### config.mk
export PLATFORM = sky130hd
export DESIGN_NAME = bin_to_gray_conv
export DESIGN_NICKNAME = d
export VERILOG_FILES = /design/src/rtl/gray_pkg.sv /design/src/rtl/gray_step_check.sv /design/src/rtl/bin_to_gray_conv.sv
export SDC_FILE = /design/constraint.sdc
export NUM_CORES = 1
export LEC_CHECK = 0
export BUFFER_PORTS_ARGS = -buffer_cell sky130_fd_sc_hd__buf_2
export CELL_PAD_IN_SITES_DETAIL_PLACEMENT = 1
export CELL_PAD_IN_SITES_GLOBAL_PLACEMENT = 1
export CORE_AREA = 4 4 41 43
export DETAILED_ROUTE_END_ITERATION = 8
export DIE_AREA = 0 0 45 47
export GPL_ROUTABILITY_DRIVEN = 1
export PLACE_DENSITY_LB_ADDON = 0.1
export SLEW_MARGIN = 20
export SYNTH_ARGS = -nofsm -noshare
export SYNTH_HDL_FRONTEND = slang
export SYNTH_SLANG_ARGS = --single-unit
### constraint.sdc
create_clock -name clk -period 0.85 [get_ports clk]
set_input_delay 0.17 -clock clk [delete_from_list [all_inputs] [get_ports clk]]
set_output_delay 0.17 -clock clk [all_outputs]
set_load 0.02 [all_outputs]
### src/rtl/gray_pkg.sv
`default_nettype none
// ============================================================================
// Package     : gray_pkg
// Description : Shared constants and pure conversion functions for reflected
//               Gray code. Used by bin_to_gray_conv and reusable by FIFO
//               pointer logic. The functions work on a zero-extended word of
//               GRAY_MAX_W bits; callers cast the result back to their width.
// Revision    : 1.0 - initial release
// ============================================================================
package gray_pkg;

  // Direction select values for the converter's mode input.
  localparam logic MODE_B2G = 1'b0;
  localparam logic MODE_G2B = 1'b1;

  // Widest code word the shared functions handle.
  localparam int GRAY_MAX_W = 64;

  // Binary to Gray: every bit XORed with its upper neighbour.
  function automatic logic [GRAY_MAX_W-1:0] bin2gray(
    input logic [GRAY_MAX_W-1:0] b
  );
    return b ^ (b >> 1);
  endfunction

  // Gray to binary: prefix XOR from the MSB downwards. Zero upper bits
  // leave the result unchanged, so narrow callers just zero-extend.
  function automatic logic [GRAY_MAX_W-1:0] gray2bin(
    input logic [GRAY_MAX_W-1:0] g
  );
    logic [GRAY_MAX_W-1:0] b;
    b[GRAY_MAX_W-1] = g[GRAY_MAX_W-1];
    for (int i = GRAY_MAX_W - 2; i >= 0; i--) begin
      b[i] = b[i+1] ^ g[i];
    end
    return b;
  endfunction

endpackage : gray_pkg
`default_nettype wire

### src/rtl/gray_step_check.sv
`default_nettype none
// ============================================================================
// Module      : gray_step_check
// Description : Flags a binary-to-Gray result that differs from the previous
//               binary-to-Gray result in more than one bit. Result is
//               registered alongside the converter output. Only built when
//               GRAY_STEP_CHECK_EN is defined.
// Revision    : 1.0 - initial release
// ============================================================================
module gray_step_check
  import gray_pkg::*;
#(
  parameter int WIDTH = 3
) (
  input  logic             clk,
  input  logic             rst_n,
  input  logic             valid_i,   // a result is being registered this edge
  input  logic             mode_i,    // direction of that result
  input  logic [WIDTH-1:0] word_i,    // the result being registered
  output logic             step_err_o
);

  logic [WIDTH-1:0] prev_q, prev_d;
  logic             have_prev_q, have_prev_d;
  logic             step_err_q, step_err_d;

  logic [WIDTH-1:0] w_diff;
  logic             w_multi_bit;
  logic             w_track;

  // More than one bit set iff clearing the lowest set bit leaves something.
  assign w_diff      = word_i ^ prev_q;
  assign w_multi_bit = |(w_diff & (w_diff - WIDTH'(1)));
  assign w_track     = valid_i && (mode_i == MODE_B2G);

  // Next-state: only binary-to-Gray results are compared and tracked.
  always_comb begin
    prev_d      = prev_q;
    have_prev_d = have_prev_q;
    step_err_d  = 1'b0;
    if (w_track) begin
      step_err_d  = have_prev_q && w_multi_bit;
      prev_d      = word_i;
      have_prev_d = 1'b1;
    end
  end

  // Tracking registers; reset forgets history so the next result never flags.
  always_ff @(posedge clk or negedge rst_n) begin
    if (!rst_n) begin
      prev_q      <= '0;
      have_prev_q <= 1'b0;
      step_err_q  <= 1'b0;
    end else begin
      prev_q      <= prev_d;
      have_prev_q <= have_prev_d;
      step_err_q  <= step_err_d;
    end
  end

  assign step_err_o = step_err_q;

endmodule : gray_step_check
`default_nettype wire

### src/rtl/bin_to_gray_conv.sv
`default_nettype none
// ============================================================================
// Module      : bin_to_gray_conv
// Description : Registered binary <-> reflected Gray converter, one cycle of
//               latency, full throughput. mode = 0 converts binary to Gray,
//               mode = 1 converts Gray to binary; mode travels with its data.
//               Optional macro GRAY_STEP_CHECK_EN adds the step_err output
//               (multi-bit change between successive binary-to-Gray results).
//               WIDTH must lie in 1..GRAY_MAX_W.
// Revision    : 1.0 - initial release
// ============================================================================
module bin_to_gray_conv
  import gray_pkg::*;
#(
  parameter int WIDTH = 3
) (
  input  logic             clk,
  input  logic             rst_n,
  input  logic             in_valid,
  input  logic             mode,
  input  logic [WIDTH-1:0] in_data,
  output logic             out_valid,
  output logic [WIDTH-1:0] out_data
`ifdef GRAY_STEP_CHECK_EN
  ,
  output logic             step_err
`endif
);

  logic             out_valid_q, out_valid_d;
  logic [WIDTH-1:0] out_data_q, out_data_d;

  logic [GRAY_MAX_W-1:0] w_in_ext;
  logic [WIDTH-1:0]      w_conv;

  assign w_in_ext = GRAY_MAX_W'(in_data);

  // Conversion in the selected direction, fully combinational.
  always_comb begin
    w_conv = WIDTH'(bin2gray(w_in_ext));
    if (mode == MODE_G2B) begin
      w_conv = WIDTH'(gray2bin(w_in_ext));
    end
  end

  // Next-state: capture a new result on valid input, otherwise hold the data.
  always_comb begin
    out_valid_d = in_valid;
    out_data_d  = out_data_q;
    if (in_valid) begin
      out_data_d = w_conv;
    end
  end

  // Output register; reset clears it without waiting for a clock edge.
  always_ff @(posedge clk or negedge rst_n) begin
    if (!rst_n) begin
      out_valid_q <= 1'b0;
      out_data_q  <= '0;
    end else begin
      out_valid_q <= out_valid_d;
      out_data_q  <= out_data_d;
    end
  end

  assign out_valid = out_valid_q;
  assign out_data  = out_data_q;

`ifdef GRAY_STEP_CHECK_EN
  gray_step_check #(
    .WIDTH (WIDTH)
  ) u_step_check (
    .clk        (clk),
    .rst_n      (rst_n),
    .valid_i    (in_valid),
    .mode_i     (mode),
    .word_i     (w_conv),
    .step_err_o (step_err)
  );
`endif

endmodule : bin_to_gray_conv
`default_nettype wire

==> impl_metrics.csv <==
group,metric,value,unit
finish,layout-drive-gt1-share,62.1,%
timing,fin_crit_sh,108,%
pwr,peakVddDrop,1.08,mV
setup_path,required,0.68,ns
timing,maxSlewHeadroom,89.2,%
setup_path,worstSetupStartpointType,"register",
die,die-area,2120,um2
outcome,violations,"negative setup slack",
global_routing,grt_max_degree,6,
routing,drt_wl_total,413,um
cts,numCtsBuffers,3,
setup_path,ff2ff_setup_slack,-0.03,ns
setup_path,path_max_fanout,2,
setup_path,cp_slowest_stage_delay,0.38,ns
cts,cts.clk_slew.worst_paths,0.04,ns
setup_path,crit_buf_inv,1,
cts,htreeDepth,1,
synth,synth_nets,19,
routing,wl_per_cell,9.39,um
pwr,finalPower,0.000631,W
timing,rsz0062_at_grt,"true",
run,cap_violations,0,
timing,finalClockSkew,0,ns
synth,syn-mean-instance-area,13.8,um2
cts,cts-root-buf,"clkbuf_4",
routing,ant_nets,0,
place,dp.cells,39,
outcome,outcome,"finished with violations",
synth,netlist_area,165,um2
timing,period_needed,0.916,ns
timing,setup_slack,-0.0656,ns
finish,final_cell_mix,"buf_2, dfrtp_1, buf_6, clkbuf_4, buf_4",
finish,instances_no_fill,44,
routing,post-route-drc-count,0,
die,fp-row-count,13,
worst_hold_path,hold_class,"primary input to register",
routing,first_pass_iters,1,
routing,avgViaCountPerCell,3.55,
global_routing,first_global_vias,162,
place,portBuffers,10,
die,die_h,47,um
die,io_pins,11,
timing,fin_tns_setup,-0.271,ns
global_routing,grt_pass1_wl,669,um
timing,setup-violations-final,5,
setup_path,worst-setup-path-type,"register to primary output",
setup_path,crit_path_cell_trace,"buf_6",
setup_path,worst_setup_path_end_kind,"primary output",
routing,drtIter0Drc,0,
cts,cts.sinks,4,
synth,seq_area_frac_synth,60.6,%
routing,vias,156,
global_routing,overflow,0,
place,hpwl,332,um
timing,tightest_slew,0.162,ns
timing,finalHoldViolCount,0,
global_routing,grt_usage,5.30,%
finish,nNetsFinal,38,
pwr,power_leakage,0.153,nW
synth,yosysWarnings,0,
setup_path,crit_family,"flip-flops",
synth,synth_cell_types,8,
setup_path,cp.arrival,0.75,ns
die,die_x,45,um
cts,tritoncts,"yes",
cts,worst_skew_pair.late_latency,0.24,ns
finish,area_growth,90.2,%
global_routing,antenna_found_initial,0,
finish,layout.cells.most_common,"buf_2",
die,core,1300,um2
pwr,pwr_density_cell,2010,nW/um2
finish,antenna_cells,0,
die,initial_core_util,12.7,%
timing,fmax,1090,MHz
timing,drv_slew,0,
synth,synthCells,12,
cts,clock_path_buffers,2,
finish,fillers,161,
setup_path,cp_slowest_cell,"dfrtp_1",
place,routabilityCongestion,0.677,
synth,synth_seq_cells,4,
[flip-flops by register name, indices dropped and copies added, names as in the netlist]
signal     cells
out_data       3
out_valid      1
[cell families (layout without fill, tap and decap cells)]
group / count (synthesis) / after routing / synth area share, %
compound gates: 1 / 1 / 3.03
xor+xnor: 3 / 3 / 15.9
buf+inv: 0 / 17 / 0
flops: 4 / 4 / 60.6
mux: 2 / 2 / 15.9
simple gates: 2 / 2 / 4.54
[synthesized netlist by cell type, drive strengths merged]
| master | n | area [um2] |
|---|---|---|
| a21oi | 1 | 5.00 |
| nor2 | 1 | 3.75 |
| xor2 | 1 | 8.76 |
| xnor2 | 2 | 17.5 |
| dfrtp | 4 | 100 |
| mux2 | 2 | 26.3 |
| nand2 | 1 | 3.75 |
[metal layers]
metal | vias up | track usage [%] | wire, um
li1 | 75 | - | -
met1 | 73 | 5.01 | 151
met2 | 8 | 6.78 | 206
met3 | 0 | 6.90 | 54
met4 | 0 | 1.75 | 0
met5 | - | 0 | 0
[worst paths after layout]
kind                                    startpoint                 endpoint  cells past startpoint
setup / recovery           out_data[1]$_DFFE_PN0P_              out_data[1]                      1
hold / removal                            in_valid      out_valid$_DFF_PN0_                      1
setup reg to reg           out_data[0]$_DFFE_PN0P_  out_data[0]$_DFFE_PN0P_                      2
hold reg to reg            out_data[2]$_DFFE_PN0P_  out_data[2]$_DFFE_PN0P_                      1
max in group asynchronous                    rst_n  out_data[1]$_DFFE_PN0P_                      2
min in group asynchronous                    rst_n      out_valid$_DFF_PN0_                      2
[where the power goes]
group / internal, W / total (W) / switching, W / leakage (nW)
combinational: 0.000101 / 0.000169 / 0.0000678 / 0.0928
sequential: 0.000214 / 0.000228 / 0.0000141 / 0.0462
clock: 0.000158 / 0.000234 / 0.0000763 / 0.0138
[layout make-up]
cell class	instances	area, um2	area share, %
multi-input cells	8	65.1	20.7
well taps	15	18.8	5.98
clock buffers	3	22.5	7.17
repair buffers	14	108	34.3
flip-flops and latches	4	100	31.9
[what timing repair did]
item                                    CTS  global route
endpoints found under the setup margin    4             5
hold buffers                              1             0
hold endpoints to repair                  4             0
resized for setup                         8             0
setup buffers                             1             0
[metrics by stage]
stage / instance area, um2 / util (%) / setup WS, ns / hold WS [ns]
after global placement: 249 / 19.1 / -0.104 / -0.0214
after CTS: 314 / 24.1 / -0.0774 / 0.111
after global routing: 314 / 24.1 / -0.105 / 0.111
final: 314 / 24.1 / -0.0656 / 0.121
after detailed placement: 249 / 19.1 / -0.110 / -0.0184
after floorplan: 165 / - / 0.0153 / -0.126
Power figures use the tool's default switching activity.
